==> config.mk <==
export PLATFORM = sky130hd
export DESIGN_NAME = pipe_hazard_ctrl_flat
export DESIGN_NICKNAME = d
export VERILOG_FILES = /design/src/rtl/pipe_hazard_ctrl_pkg.sv /design/src/rtl/pipe_hazard_ctrl_if.sv /design/src/rtl/pipe_hazard_ctrl_fwd_sel.sv /design/src/rtl/pipe_hazard_ctrl.sv /design/src/flat_wrapper.sv
export SDC_FILE = /design/constraint.sdc
export NUM_CORES = 1
export LEC_CHECK = 0
export ABC_AREA = 1
export CORE_MARGIN = 4
export CORE_UTILIZATION = 25
export CTS_BUF_LIST = sky130_fd_sc_hd__clkbuf_4 sky130_fd_sc_hd__clkbuf_8 sky130_fd_sc_hd__clkbuf_16
export DETAILED_ROUTE_END_ITERATION = 10
export PLACE_DENSITY_LB_ADDON = 0.2
export SETUP_SLACK_MARGIN = 0.15
export SYNTH_ARGS = -nofsm -noshare
export SYNTH_HDL_FRONTEND = slang
export SYNTH_SLANG_ARGS = --single-unit
==> constraint.sdc <==
create_clock -name clock -period 4.1 [get_ports clock]
set_input_delay 1.025 -clock clock [delete_from_list [all_inputs] [get_ports clock]]
set_output_delay 1.025 -clock clock [all_outputs]
set_load 0.01 [all_outputs]
==> src/rtl/pipe_hazard_ctrl_pkg.sv <==
// Shared types and constants for the pipeline hazard controller.
// Optional perf counters are enabled with HAZ_PERF_CNT_EN.
package pipe_hazard_ctrl_pkg;

    typedef enum logic {
        StIdle,
        StBrWait
    } br_state_e;

    localparam int unsigned FwdSelW = 3;
    localparam logic [FwdSelW-1:0] FWD_RF = 3'd0;

endpackage

==> src/rtl/pipe_hazard_ctrl_if.sv <==
// Pipeline <-> hazard controller signal bundle.
// master = pipeline side, slave = hazard controller.
interface pipe_hazard_ctrl_if #(
    parameter int unsigned FWD_STAGES = 2,
    parameter int unsigned REG_AW     = 5
);
    logic [REG_AW-1:0]            id_rs;
    logic [REG_AW-1:0]            id_rt;
    logic                         id_use_rs;
    logic                         id_use_rt;
    logic                         id_is_mul;
    logic [REG_AW-1:0]            id_rd;
    logic                         id_is_branch;
    logic [FWD_STAGES-1:0]        st_wreg;
    logic [FWD_STAGES*REG_AW-1:0] st_rn;
    logic                         ex_m2reg;
    logic                         br_resolved;
    logic                         br_taken;
    logic [2:0]                   fwd_a;
    logic [2:0]                   fwd_b;
    logic                         stall;
    logic                         we_pc_ir;
    logic                         flush_id;
    logic                         pc_taken;
    logic                         mul_busy;
    logic [31:0]                  stall_cycles;
    logic [31:0]                  bubble_cycles;

    modport master (
        output id_rs, id_rt, id_use_rs, id_use_rt, id_is_mul, id_rd, id_is_branch,
               st_wreg, st_rn, ex_m2reg, br_resolved, br_taken,
        input  fwd_a, fwd_b, stall, we_pc_ir, flush_id, pc_taken, mul_busy,
               stall_cycles, bubble_cycles
    );

    modport slave (
        input  id_rs, id_rt, id_use_rs, id_use_rt, id_is_mul, id_rd, id_is_branch,
               st_wreg, st_rn, ex_m2reg, br_resolved, br_taken,
        output fwd_a, fwd_b, stall, we_pc_ir, flush_id, pc_taken, mul_busy,
               stall_cycles, bubble_cycles
    );
endinterface

==> src/rtl/pipe_hazard_ctrl_fwd_sel.sv <==
// Forwarding source select for one ID operand: nearest writing stage wins,
// register 0 is never forwarded.
module fwd_sel
    import pipe_hazard_ctrl_pkg::*;
#(
    parameter int unsigned FWD_STAGES = 2,
    parameter int unsigned REG_AW     = 5
) (
    input  logic [REG_AW-1:0]            rs_i,
    input  logic                         use_i,
    input  logic [FWD_STAGES-1:0]        st_wreg_i,
    input  logic [FWD_STAGES*REG_AW-1:0] st_rn_i,
    output logic [FwdSelW-1:0]           sel_o
);

    always_comb begin
        sel_o = FWD_RF;
        if (use_i && (rs_i != '0)) begin
            // Walk from the farthest stage so the nearest match is assigned last.
            for (int k = FWD_STAGES - 1; k >= 0; k--) begin
                if (st_wreg_i[k] && (st_rn_i[k*REG_AW +: REG_AW] == rs_i)) begin
                    sel_o = FwdSelW'(k + 1);
                end
            end
        end
    end

endmodule

==> src/rtl/pipe_hazard_ctrl.sv <==
// Pipeline hazard controller: forwarding, load-use/multiply stalls, branch wait FSM.
// Define HAZ_PERF_CNT_EN to build the saturating stall/bubble counters.
module pipe_hazard_ctrl
    import pipe_hazard_ctrl_pkg::*;
#(
    parameter int unsigned FWD_STAGES = 2,
    parameter int unsigned REG_AW     = 5,
    parameter int unsigned MUL_LAT    = 3
) (
    input logic               clock,
    input logic               reset,
    pipe_hazard_ctrl_if.slave bus
);

    localparam int unsigned CntW = 3;
    localparam logic [CntW-1:0] MulInit = CntW'(MUL_LAT - 1);

    logic [CntW-1:0]   mul_cnt_q, mul_cnt_d;
    logic [REG_AW-1:0] mul_rd_q, mul_rd_d;
    br_state_e         state_q, state_d;

    logic rs_live, rt_live, load_use, mul_busy, mul_hazard, stall;

    fwd_sel #(.FWD_STAGES(FWD_STAGES), .REG_AW(REG_AW)) u_fwd_a (
        .rs_i      (bus.id_rs),
        .use_i     (bus.id_use_rs),
        .st_wreg_i (bus.st_wreg),
        .st_rn_i   (bus.st_rn),
        .sel_o     (bus.fwd_a)
    );

    fwd_sel #(.FWD_STAGES(FWD_STAGES), .REG_AW(REG_AW)) u_fwd_b (
        .rs_i      (bus.id_rt),
        .use_i     (bus.id_use_rt),
        .st_wreg_i (bus.st_wreg),
        .st_rn_i   (bus.st_rn),
        .sel_o     (bus.fwd_b)
    );

    always_comb begin
        rs_live    = bus.id_use_rs && (bus.id_rs != '0);
        rt_live    = bus.id_use_rt && (bus.id_rt != '0);
        load_use   = bus.ex_m2reg &&
                     ((rs_live && (bus.st_rn[REG_AW-1:0] == bus.id_rs)) ||
                      (rt_live && (bus.st_rn[REG_AW-1:0] == bus.id_rt)));
        mul_busy   = (mul_cnt_q != '0);
        mul_hazard = mul_busy &&
                     (bus.id_is_mul ||
                      (rs_live && (bus.id_rs == mul_rd_q)) ||
                      (rt_live && (bus.id_rt == mul_rd_q)));
        stall      = load_use || mul_hazard;
    end

    // Multiply scoreboard: a stalled multiply does not issue.
    always_comb begin
        mul_cnt_d = mul_cnt_q;
        mul_rd_d  = mul_rd_q;
        if (bus.id_is_mul && !stall) begin
            mul_cnt_d = MulInit;
            mul_rd_d  = bus.id_rd;
        end else if (mul_busy) begin
            mul_cnt_d = mul_cnt_q - 1'b1;
        end
    end

    always_comb begin
        state_d = state_q;
        unique case (state_q)
            StIdle:   if (bus.id_is_branch && !stall) state_d = StBrWait;
            StBrWait: if (bus.br_resolved) state_d = StIdle;
            default:  state_d = StIdle;
        endcase
    end

    always_ff @(posedge clock or posedge reset) begin
        if (reset) begin
            mul_cnt_q <= '0;
            mul_rd_q  <= '0;
            state_q   <= StIdle;
        end else begin
            mul_cnt_q <= mul_cnt_d;
            mul_rd_q  <= mul_rd_d;
            state_q   <= state_d;
        end
    end

    assign bus.stall    = stall;
    assign bus.mul_busy = mul_busy;
    assign bus.we_pc_ir = !stall && (state_q == StIdle);
    assign bus.flush_id = (state_q == StBrWait);
    assign bus.pc_taken = (state_q == StBrWait) && bus.br_taken && bus.br_resolved;

`ifdef HAZ_PERF_CNT_EN
    logic [31:0] stall_cnt_q, stall_cnt_d, bubble_cnt_q, bubble_cnt_d;

    always_comb begin
        stall_cnt_d  = stall_cnt_q;
        bubble_cnt_d = bubble_cnt_q;
        if (stall && (stall_cnt_q != '1)) stall_cnt_d = stall_cnt_q + 32'd1;
        if ((state_q == StBrWait) && (bubble_cnt_q != '1)) bubble_cnt_d = bubble_cnt_q + 32'd1;
    end

    always_ff @(posedge clock or posedge reset) begin
        if (reset) begin
            stall_cnt_q  <= '0;
            bubble_cnt_q <= '0;
        end else begin
            stall_cnt_q  <= stall_cnt_d;
            bubble_cnt_q <= bubble_cnt_d;
        end
    end

    assign bus.stall_cycles  = stall_cnt_q;
    assign bus.bubble_cycles = bubble_cnt_q;
`else
    assign bus.stall_cycles  = '0;
    assign bus.bubble_cycles = '0;
`endif

endmodule

==> src/flat_wrapper.sv <==
// flat-port wrapper written by rule: the top's interface ports become plain ports
module pipe_hazard_ctrl_flat import pipe_hazard_ctrl_pkg::*;
#(
    parameter int unsigned FWD_STAGES = 2,
    parameter int unsigned REG_AW     = 5,
    parameter int unsigned MUL_LAT    = 3
)
  (clock, reset, bus_id_rs, bus_id_rt, bus_id_use_rs, bus_id_use_rt, bus_id_is_mul, bus_id_rd, bus_id_is_branch, bus_st_wreg, bus_st_rn, bus_ex_m2reg, bus_br_resolved, bus_br_taken, bus_fwd_a, bus_fwd_b, bus_stall, bus_we_pc_ir, bus_flush_id, bus_pc_taken, bus_mul_busy, bus_stall_cycles, bus_bubble_cycles);
  pipe_hazard_ctrl_if #(.FWD_STAGES(FWD_STAGES), .REG_AW(REG_AW)) bus_i ();
  input logic clock;
  input logic reset;
  input wire logic [$bits(bus_i.id_rs)-1:0] bus_id_rs;
  input wire logic [$bits(bus_i.id_rt)-1:0] bus_id_rt;
  input wire logic [$bits(bus_i.id_use_rs)-1:0] bus_id_use_rs;
  input wire logic [$bits(bus_i.id_use_rt)-1:0] bus_id_use_rt;
  input wire logic [$bits(bus_i.id_is_mul)-1:0] bus_id_is_mul;
  input wire logic [$bits(bus_i.id_rd)-1:0] bus_id_rd;
  input wire logic [$bits(bus_i.id_is_branch)-1:0] bus_id_is_branch;
  input wire logic [$bits(bus_i.st_wreg)-1:0] bus_st_wreg;
  input wire logic [$bits(bus_i.st_rn)-1:0] bus_st_rn;
  input wire logic [$bits(bus_i.ex_m2reg)-1:0] bus_ex_m2reg;
  input wire logic [$bits(bus_i.br_resolved)-1:0] bus_br_resolved;
  input wire logic [$bits(bus_i.br_taken)-1:0] bus_br_taken;
  output wire logic [$bits(bus_i.fwd_a)-1:0] bus_fwd_a;
  output wire logic [$bits(bus_i.fwd_b)-1:0] bus_fwd_b;
  output wire logic [$bits(bus_i.stall)-1:0] bus_stall;
  output wire logic [$bits(bus_i.we_pc_ir)-1:0] bus_we_pc_ir;
  output wire logic [$bits(bus_i.flush_id)-1:0] bus_flush_id;
  output wire logic [$bits(bus_i.pc_taken)-1:0] bus_pc_taken;
  output wire logic [$bits(bus_i.mul_busy)-1:0] bus_mul_busy;
  output wire logic [$bits(bus_i.stall_cycles)-1:0] bus_stall_cycles;
  output wire logic [$bits(bus_i.bubble_cycles)-1:0] bus_bubble_cycles;
  assign bus_i.id_rs = bus_id_rs;
  assign bus_i.id_rt = bus_id_rt;
  assign bus_i.id_use_rs = bus_id_use_rs;
  assign bus_i.id_use_rt = bus_id_use_rt;
  assign bus_i.id_is_mul = bus_id_is_mul;
  assign bus_i.id_rd = bus_id_rd;
  assign bus_i.id_is_branch = bus_id_is_branch;
  assign bus_i.st_wreg = bus_st_wreg;
  assign bus_i.st_rn = bus_st_rn;
  assign bus_i.ex_m2reg = bus_ex_m2reg;
  assign bus_i.br_resolved = bus_br_resolved;
  assign bus_i.br_taken = bus_br_taken;
  assign bus_fwd_a = bus_i.fwd_a;
  assign bus_fwd_b = bus_i.fwd_b;
  assign bus_stall = bus_i.stall;
  assign bus_we_pc_ir = bus_i.we_pc_ir;
  assign bus_flush_id = bus_i.flush_id;
  assign bus_pc_taken = bus_i.pc_taken;
  assign bus_mul_busy = bus_i.mul_busy;
  assign bus_stall_cycles = bus_i.stall_cycles;
  assign bus_bubble_cycles = bus_i.bubble_cycles;
  pipe_hazard_ctrl #(.FWD_STAGES(FWD_STAGES), .REG_AW(REG_AW), .MUL_LAT(MUL_LAT)) u_core (.clock(clock), .reset(reset), .bus(bus_i));
endmodule
==> out/summary.txt, run 1 <==
CLOCKING
--------------------------------------------------------------------------------
Clock transition at path regs                                            0.04 ns
Maximum buffer depth of the clock tree                                         2
Total CTS buffers                                                              3
Clock tree root driver cell                                         sky130_fd_sc_hd__clkbuf_8
TritonCTS clock tree                                                         yes
Number of buffers inserted by post-CTS setup repair                            0
Hold buffers post-CTS                                                          0
Total clock sinks                                                              9
Count of H-tree levels built during CTS                                        1
Insertion delay of the later-clocked pin in the worst-skew pair          0.23 ns

GLOBAL ROUTING
--------------------------------------------------------------------------------
GRT Overall Usage                                                         0.0833
Global-route congestion overflow total                                         0
Antenna violations before repair                                               0
Wire length of the first global-routing pass                             4960 um
Largest net degree at the start of global routing                             15
Number of global-route vias before repair                                   1092

YOSYS
--------------------------------------------------------------------------------
Mapped Area                                                          0.00151 mm2
Yosys top cell area share                                                  0.329
Post-synthesis sequential element count                                        9
Fraction of the yosys area taken by sequential cells                       0.149
Number of warnings issued by yosys                                             0
Most numerous cell types in the synthesized netlist                 sky130_fd_sc_hd__buf_4, sky130_fd_sc_hd__nand2_1, sky130_fd_sc_hd__inv_1, sky130_fd_sc_hd__nor2_1, sky130_fd_sc_hd__xor2_1
Number of enable-type register cells in the synthesized netlist                0
Flip-flop cell with the highest count after synthesis               sky130_fd_sc_hd__dfrtp_1
Largest cells by area after synthesis                               sky130_fd_sc_hd__buf_4, sky130_fd_sc_hd__dfrtp_1, sky130_fd_sc_hd__nand2_1
Average cell area after synthesis                                       6.82 um2
Async set or reset register ratio after synthesis                           1.00
Post-Synthesis Cells                                                         221
Largest area contributor in the netlist                             sky130_fd_sc_hd__buf_4
Most frequent cell after synthesis                                  sky130_fd_sc_hd__buf_4
Distinct cells, synth                                                         25

FLOORPLAN
--------------------------------------------------------------------------------
Row count                                                                     28
Area of the die                                                      0.00734 mm2
Die boundary height                                                      85.7 um
Initial core utilization                                                   0.256
Top Ports                                                                    111
Width of the die                                                         85.7 um
Placeable Area                                                       0.00589 mm2

PLACED DESIGN
--------------------------------------------------------------------------------
Half-perimeter wire length of the detailed placement result              2930 um
Quantity of I/O buffers inserted on ports                                     44
Gp weighted congestion                                                     0.800
Number of placed cells counting well taps                                    338

DRT
--------------------------------------------------------------------------------
Number of remaining DRC errors                                                 0
Post-DR wirelength/cell                                                  9.60 um
Number of vias in the routed layout                                         1198
Number of antenna-violating nets in the routed design                          0
Number of DRC markers after the initial detailed-route iteration              20
Routed Wire Length                                                       3280 um
Number of vias per cell after detailed routing                              3.50
Detailed Routing Iterations Pass 1                                             4

FINISH
--------------------------------------------------------------------------------
Diodes inserted                                                                0
Area growth from synthesis to layout                                       22.8%
Final standard cell count with taps included and fillers excluded            342
Final-stage net count                                                        306
Share of cells above drive strength 1                                      0.105

SETUP PATH
--------------------------------------------------------------------------------
Setup crit start kind                                                 input port
WS Path Type                                                        input port to output pin
Maximum fanout along the worst path                                            2
Critical path capture point type                                      output pin
Crit path arrival time                                                   2.81 ns
Endpoint required time on the critical path                              3.07 ns

TIMING
--------------------------------------------------------------------------------
Number of setup violations in the final report                                 0
Final TNS setup                                                             0 ns
Period utilisation layout                                                  0.936
Shortest clock period the worst path allows after layout                 3.84 ns
Final Max Slew Viols                                                           0
Endpoints failing hold                                                         0
Setup repair after global routing missed its margin                         true
Clock tree skew after final layout                                   0.000261 ns
Highest achievable clock rate                                            261 MHz

PWR
--------------------------------------------------------------------------------
PnR Total Power                                                         0.559 mW
Pwr Density                                                           302 mW/mm2
VDD IR max                                                              0.204 mV
Leakage                                                                  1.04 nW

JOB
--------------------------------------------------------------------------------
Number of maximum-capacitance violations                                       0

STATUS
--------------------------------------------------------------------------------
Run status                                                          complete, no violations

HOLD PATH
--------------------------------------------------------------------------------
Path category of the worst min-delay check                          flip-flop to flip-flop

cells in the final DEF, fill, tap and decap left out:
cell type | netlist | routed
sky130_fd_sc_hd__conb_1 | 1 | 66
sky130_fd_sc_hd__nand2_1 | 49 | 49
sky130_fd_sc_hd__clkdlybuf4s50_1 | 0 | 33
sky130_fd_sc_hd__inv_1 | 25 | 25
sky130_fd_sc_hd__nor2_1 | 15 | 13
sky130_fd_sc_hd__xor2_1 | 10 | 10
sky130_fd_sc_hd__nand3_1 | 9 | 9
sky130_fd_sc_hd__dfrtp_1 | 9 | 9
sky130_fd_sc_hd__xnor2_1 | 8 | 8
sky130_fd_sc_hd__dlymetal6s2s_1 | 0 | 8
sky130_fd_sc_hd__nand2_2 | 5 | 5
sky130_fd_sc_hd__o21ai_2 | 5 | 5
sky130_fd_sc_hd__nor2_2 | 2 | 4
sky130_fd_sc_hd__nand3_2 | 3 | 3
sky130_fd_sc_hd__clkbuf_8 | 0 | 3
sky130_fd_sc_hd__dlygate4sd2_1 | 0 | 3
sky130_fd_sc_hd__inv_2 | 2 | 2
sky130_fd_sc_hd__ha_1 | 2 | 2
sky130_fd_sc_hd__nand3_4 | 1 | 1
sky130_fd_sc_hd__o211ai_2 | 1 | 1
sky130_fd_sc_hd__nor4_2 | 0 | 1
sky130_fd_sc_hd__o21ai_0 | 1 | 1
sky130_fd_sc_hd__a21oi_1 | 1 | 1
sky130_fd_sc_hd__o211ai_1 | 1 | 1
sky130_fd_sc_hd__o2111ai_1 | 1 | 1
sky130_fd_sc_hd__nor3b_2 | 0 | 1
sky130_fd_sc_hd__or2_2 | 1 | 1
sky130_fd_sc_hd__clkbuf_4 | 0 | 1
power by group:
group | switching [mW] | total (mW) | leakage (nW) | internal (mW)
clock | 0.0336 | 0.108 | 0.0262 | 0.0742
sequential | 0.0310 | 0.156 | 0.109 | 0.125
combinational | 0.159 | 0.296 | 0.905 | 0.137
final cells by class:
cell class	count	area [um2]
clock buffers	4	48.8
flip-flops and latches	9	225
multi-input cells	183	926
fillers	681	4030
repair buffers	44	457
inverters	27	101
well taps	75	93.8
routing by layer:
| layer | up-vias | GRT usage | part of all wire |
|---|---|---|---|
| met1 | 506 | 0.103 | 0.41 |
| met3 | 3 | 0.0173 | 0.097 |
| met4 | 0 | 0.0216 | 0.0082 |
| met5 | - | 0 | 0 |
| met2 | 60 | 0.146 | 0.49 |
| li1 | 629 | - | - |
per-stage QoR:
step / setup WS, ns / hold WS, ns / instance area (um2) / util
2_1_floorplan: 1.27 / 0.467 / 1750 / -
3_3_place_gp: 0.0477 / 0.481 / 1770 / 0.301
3_5_place_dp: 0.0522 / 0.489 / 1770 / 0.301
4_1_cts: 0.155 / 0.504 / 1820 / 0.310
5_1_grt: 0.0940 / 0.535 / 1850 / 0.315
6_report: 0.263 / 0.496 / 1850 / 0.315
worst max-delay path, stage by stage:
cell                              delay, ns
sky130_fd_sc_hd__clkdlybuf4s50_1       0.52
sky130_fd_sc_hd__xnor2_1               0.13
sky130_fd_sc_hd__o211ai_1              0.10
sky130_fd_sc_hd__nor2_1                0.10
sky130_fd_sc_hd__o2111ai_1             0.17
sky130_fd_sc_hd__nor3b_2               0.21
sky130_fd_sc_hd__clkdlybuf4s50_1       0.56
state kept, by name (all words and copies together), names as in the netlist:
signal and flops:
u_core.mul_cnt_q 3, u_core.bus.flush_id 1, u_core.mul_rd_q 5
cell families (layout without fill, tap and decap cells):
group	after synthesis	in the layout	synth area share
buffers and inverters	94	75	0.409
AND/OR/NAND/NOR	87	87	0.263
XOR/XNOR	18	18	0.105
AO/OA/AOI/OAI	10	10	0.0548
flip-flops	9	9	0.149
adder cells (fa/ha/maj)	2	2	0.0166
other	1	66	0.00249
repair_timing:
item	in CTS	in global routing
gates cloned	0	0
pin swaps	0	0
setup endpoints to repair	3	5
gates resized for setup	5	10
final timing paths:
kind,from,slack [ns],to,depth (start not counted)
max,bus_st_rn[7],0.26,bus_fwd_b[1],7
min,u_core.mul_cnt_q[1]$_DFFE_PP0P_,0.50,u_core.mul_cnt_q[1]$_DFFE_PP0P_,2
max reg2reg,u_core.mul_cnt_q[0]$_DFFE_PP0P_,2.50,u_core.mul_rd_q[4]$_DFFE_PP0P_,8
min reg2reg,u_core.mul_cnt_q[1]$_DFFE_PP0P_,0.50,u_core.mul_cnt_q[1]$_DFFE_PP0P_,2
max in group asynchronous,reset,2.78,u_core.mul_cnt_q[1]$_DFFE_PP0P_,2
min in group asynchronous,reset,1.06,u_core.mul_rd_q[1]$_DFFE_PP0P_,2
No activity file was read; power rests on OpenSTA's default activity.
==> run 2: changes to the inputs <==
==> constraint.sdc (replaced) <==
create_clock -name clock -period 4.1 [get_ports clock]
set_input_delay 0.82 -clock clock [delete_from_list [all_inputs] [get_ports clock]]
set_output_delay 0.82 -clock clock [all_outputs]
set_load 0.01 [all_outputs]
==> run 2 against run 1 <==
Cell area decreased by 1.8%. Core utilization decreased by 0.55 points. Clock skew increased by 0.00059 ns. Via count decreased by 0.50%. Clock power about the same. Setup slack improved by 0.27 ns. Register-to-register slack about the same. Final cell count unchanged. Routed wire length decreased by 1.6%. First-iteration DRC count unchanged. Combinational power about the same. Sequential power about the same. Critical path type unchanged. Largest cell class unchanged. Highest routed layer unchanged.
==> out/summary.txt, run 2 (synthesized netlist as in run 1, its figures left out) <==
STATUS
-------------------------------------------------------------------------------------
Run status                                                               complete, no violations

FINISH
-------------------------------------------------------------------------------------
Final-stage net count                                                             306
Total area of multi-input combinational cells                                 910 um2
Filler cell count in the final layout                                             679
Area taken by flip-flops and latches                                          225 um2
Max FFs per register                                                                5
Diodes inserted                                                                     0
Most frequent standard cell in the layout excluding fill and tap cells   sky130_fd_sc_hd__conb_1
Layout Cell Area excl Fill                                                0.00182 mm2
Most frequent cells in the layout                                        sky130_fd_sc_hd__conb_1, sky130_fd_sc_hd__nand2_1, sky130_fd_sc_hd__clkdlybuf4s50_1
Share of cells above drive strength 1                                          0.0899
Largest register by flop count                                           u_core.mul_rd_q
Area growth from synthesis to layout                                            20.7%

DRT
-------------------------------------------------------------------------------------
Number of vias in the routed layout                                              1192
Number of antenna-violating nets in the routed design                               0
Number of vias per cell after detailed routing                                   3.49
Number of DRC markers after the initial detailed-route iteration                   20
Number of remaining DRC errors                                                      0
Detailed Routing Iterations Pass 1                                                  4
Routed Wire Length                                                            3230 um
Post-DR wirelength/cell                                                       9.44 um

SETUP PATH
-------------------------------------------------------------------------------------
R2R cell count                                                                      8
Reg2Reg Launch Point                                                     u_core.mul_cnt_q[0]$_DFFE_PP0P_
Critical Path Start                                                      bus_id_rt[2]
WS Path Type                                                             input port to output pin
Endpoint required time on the critical path                                   3.28 ns
Setup crit start kind                                                      input port
Crit path arrival time                                                        2.75 ns
Critical path capture point type                                           output pin
Maximum fanout along the worst path                                                 4
Worst setup path endpoint                                                bus_fwd_b[1]
Endpoint of the worst register-to-register path                          u_core.mul_rd_q[4]$_DFFE_PP0P_
Setup slack, reg-to-reg                                                       2.49 ns

GLOBAL ROUTING
-------------------------------------------------------------------------------------
Wire length of the first global-routing pass                                  5060 um
Number of global-route vias before repair                                        1096
Global-route congestion overflow total                                              0
GRT Overall Usage                                                              0.0850
Largest net degree at the start of global routing                                  15
Antenna violations before repair                                                    0

CLOCKING
-------------------------------------------------------------------------------------
Clock transition at path regs                                                 0.04 ns
Maximum buffer depth of the clock tree                                              2
TritonCTS clock tree                                                              yes
Number of buffers inserted by post-CTS setup repair                                 0
Total CTS buffers                                                                   3
Post-CTS Resized                                                                    0
Clock tree root driver cell                                              sky130_fd_sc_hd__clkbuf_8
Hold buffers post-CTS                                                               0
Insertion delay of the later-clocked pin in the worst-skew pair               0.23 ns
Total clock sinks                                                                   9
Count of H-tree levels built during CTS                                             1

TIMING
-------------------------------------------------------------------------------------
Highest achievable clock rate                                                 280 MHz
Final Max Slew Viols                                                                0
Setup repair after global routing missed its margin                             false
Shortest clock period the worst path allows after layout                      3.57 ns
Period utilisation layout                                                       0.871
Clock tree skew after final layout                                        0.000850 ns
Number of setup violations in the final report                                      0
Final TNS setup                                                                  0 ns
Endpoints failing hold                                                              0
Final hold slack                                                             0.491 ns

PWR
-------------------------------------------------------------------------------------
Switching power of the nets                                                  0.223 mW
Comb pwr share                                                                  0.531
Leakage                                                                      0.959 nW
Sequential share of power                                                       0.277
Internal power contribution                                                  0.338 mW
Pwr Density                                                                308 mW/mm2
Part of the total power dissipated in the clock network                         0.192
Share of total power consumed by net switching                                  0.397
VDD IR max                                                                   0.195 mV

FLOORPLAN
-------------------------------------------------------------------------------------
Placeable Area                                                            0.00589 mm2
Top Ports                                                                         111
Row count                                                                          28
Width of the die                                                              85.7 um
Area of the die                                                           0.00734 mm2
Die boundary height                                                           85.7 um
Initial core utilization                                                        0.256

HOLD PATH
-------------------------------------------------------------------------------------
Path category of the worst min-delay check                               flip-flop to flip-flop

PLACED DESIGN
-------------------------------------------------------------------------------------
Gp weighted congestion                                                          0.797
Post-DP Area                                                              0.00177 mm2
Quantity of I/O buffers inserted on ports                                          44
Half-perimeter wire length of the detailed placement result                   2950 um

JOB
-------------------------------------------------------------------------------------
Number of maximum-capacitance violations                                            0

## run 2: cell types whose count changed in the layout (fill, tap and decap cells not counted), sizes merged
cell           change
clkdlybuf4s50     +11
dlymetal6s2s       -8
dlygate4sd2        -3
## run 2: stage by stage
| stage | instances | worst slack [ns] | util | total power [mW] |
|---|---|---|---|---|
| 2_1_floorplan | 286 | 1.68 | - | 0.404 |
| 5_1_grt | 342 | 0.347 | 0.309 | 0.619 |
| 4_1_cts | 342 | 0.455 | 0.309 | 0.569 |
| 3_3_place_gp | 338 | 0.457 | 0.301 | 0.453 |
| 6_report | 342 | 0.530 | 0.309 | 0.561 |
| 3_5_place_dp | 338 | 0.460 | 0.301 | 0.457 |
## run 2: area by class of cell
class,instances,share of cell area
inverters,27,0.0557
well taps,75,0.0516
multi-input cells,183,0.500
repair buffers,44,0.242
clock buffers,4,0.0268
flip-flops and latches,9,0.124
## run 2: layer usage
layer / wire (um) / up-vias / global-route usage / part of all wire
met5: 0 / - / 0 / 0
met4: 27 / 0 / 0.0216 / 0.0084
met3: 299 / 3 / 0.0173 / 0.093
met2: 1580 / 58 / 0.148 / 0.49
met1: 1330 / 504 / 0.107 / 0.41
li1: - / 627 / - / -
## run 2: worst min path at each step
stage,from,endpoint,slack (ns),cells after the start
3_3_place_gp,u_core.mul_cnt_q[0]$_DFFE_PP0P_,u_core.mul_cnt_q[0]$_DFFE_PP0P_,0.48,2
4_1_cts,u_core.mul_cnt_q[1]$_DFFE_PP0P_,u_core.mul_cnt_q[1]$_DFFE_PP0P_,0.50,2
2_1_floorplan,u_core.mul_cnt_q[1]$_DFFE_PP0P_,u_core.mul_cnt_q[1]$_DFFE_PP0P_,0.47,2
5_1_grt,u_core.mul_cnt_q[1]$_DFFE_PP0P_,u_core.mul_cnt_q[1]$_DFFE_PP0P_,0.52,2
3_5_place_dp,u_core.mul_cnt_q[1]$_DFFE_PP0P_,u_core.mul_cnt_q[1]$_DFFE_PP0P_,0.49,2
6_report,u_core.mul_cnt_q[1]$_DFFE_PP0P_,u_core.mul_cnt_q[1]$_DFFE_PP0P_,0.49,2
## run 2: power groups by stage
stage	Combinational, mW	Sequential (mW)	Clock (mW)
floorplan	0.254	0.150	0
global placement	0.297	0.155	0
detailed placement	0.300	0.157	0
CTS	0.302	0.156	0.111
global route	0.342	0.162	0.115
finish	0.298	0.155	0.108
## run 2: worst max-delay path, cell delays in order
cell,delay [ns]
sky130_fd_sc_hd__clkdlybuf4s50_1,0.58
sky130_fd_sc_hd__xnor2_1,0.15
sky130_fd_sc_hd__o211ai_1,0.10
sky130_fd_sc_hd__nor2_1,0.10
sky130_fd_sc_hd__o2111ai_1,0.15
sky130_fd_sc_hd__nor3b_1,0.26
sky130_fd_sc_hd__clkdlybuf4s50_1,0.58
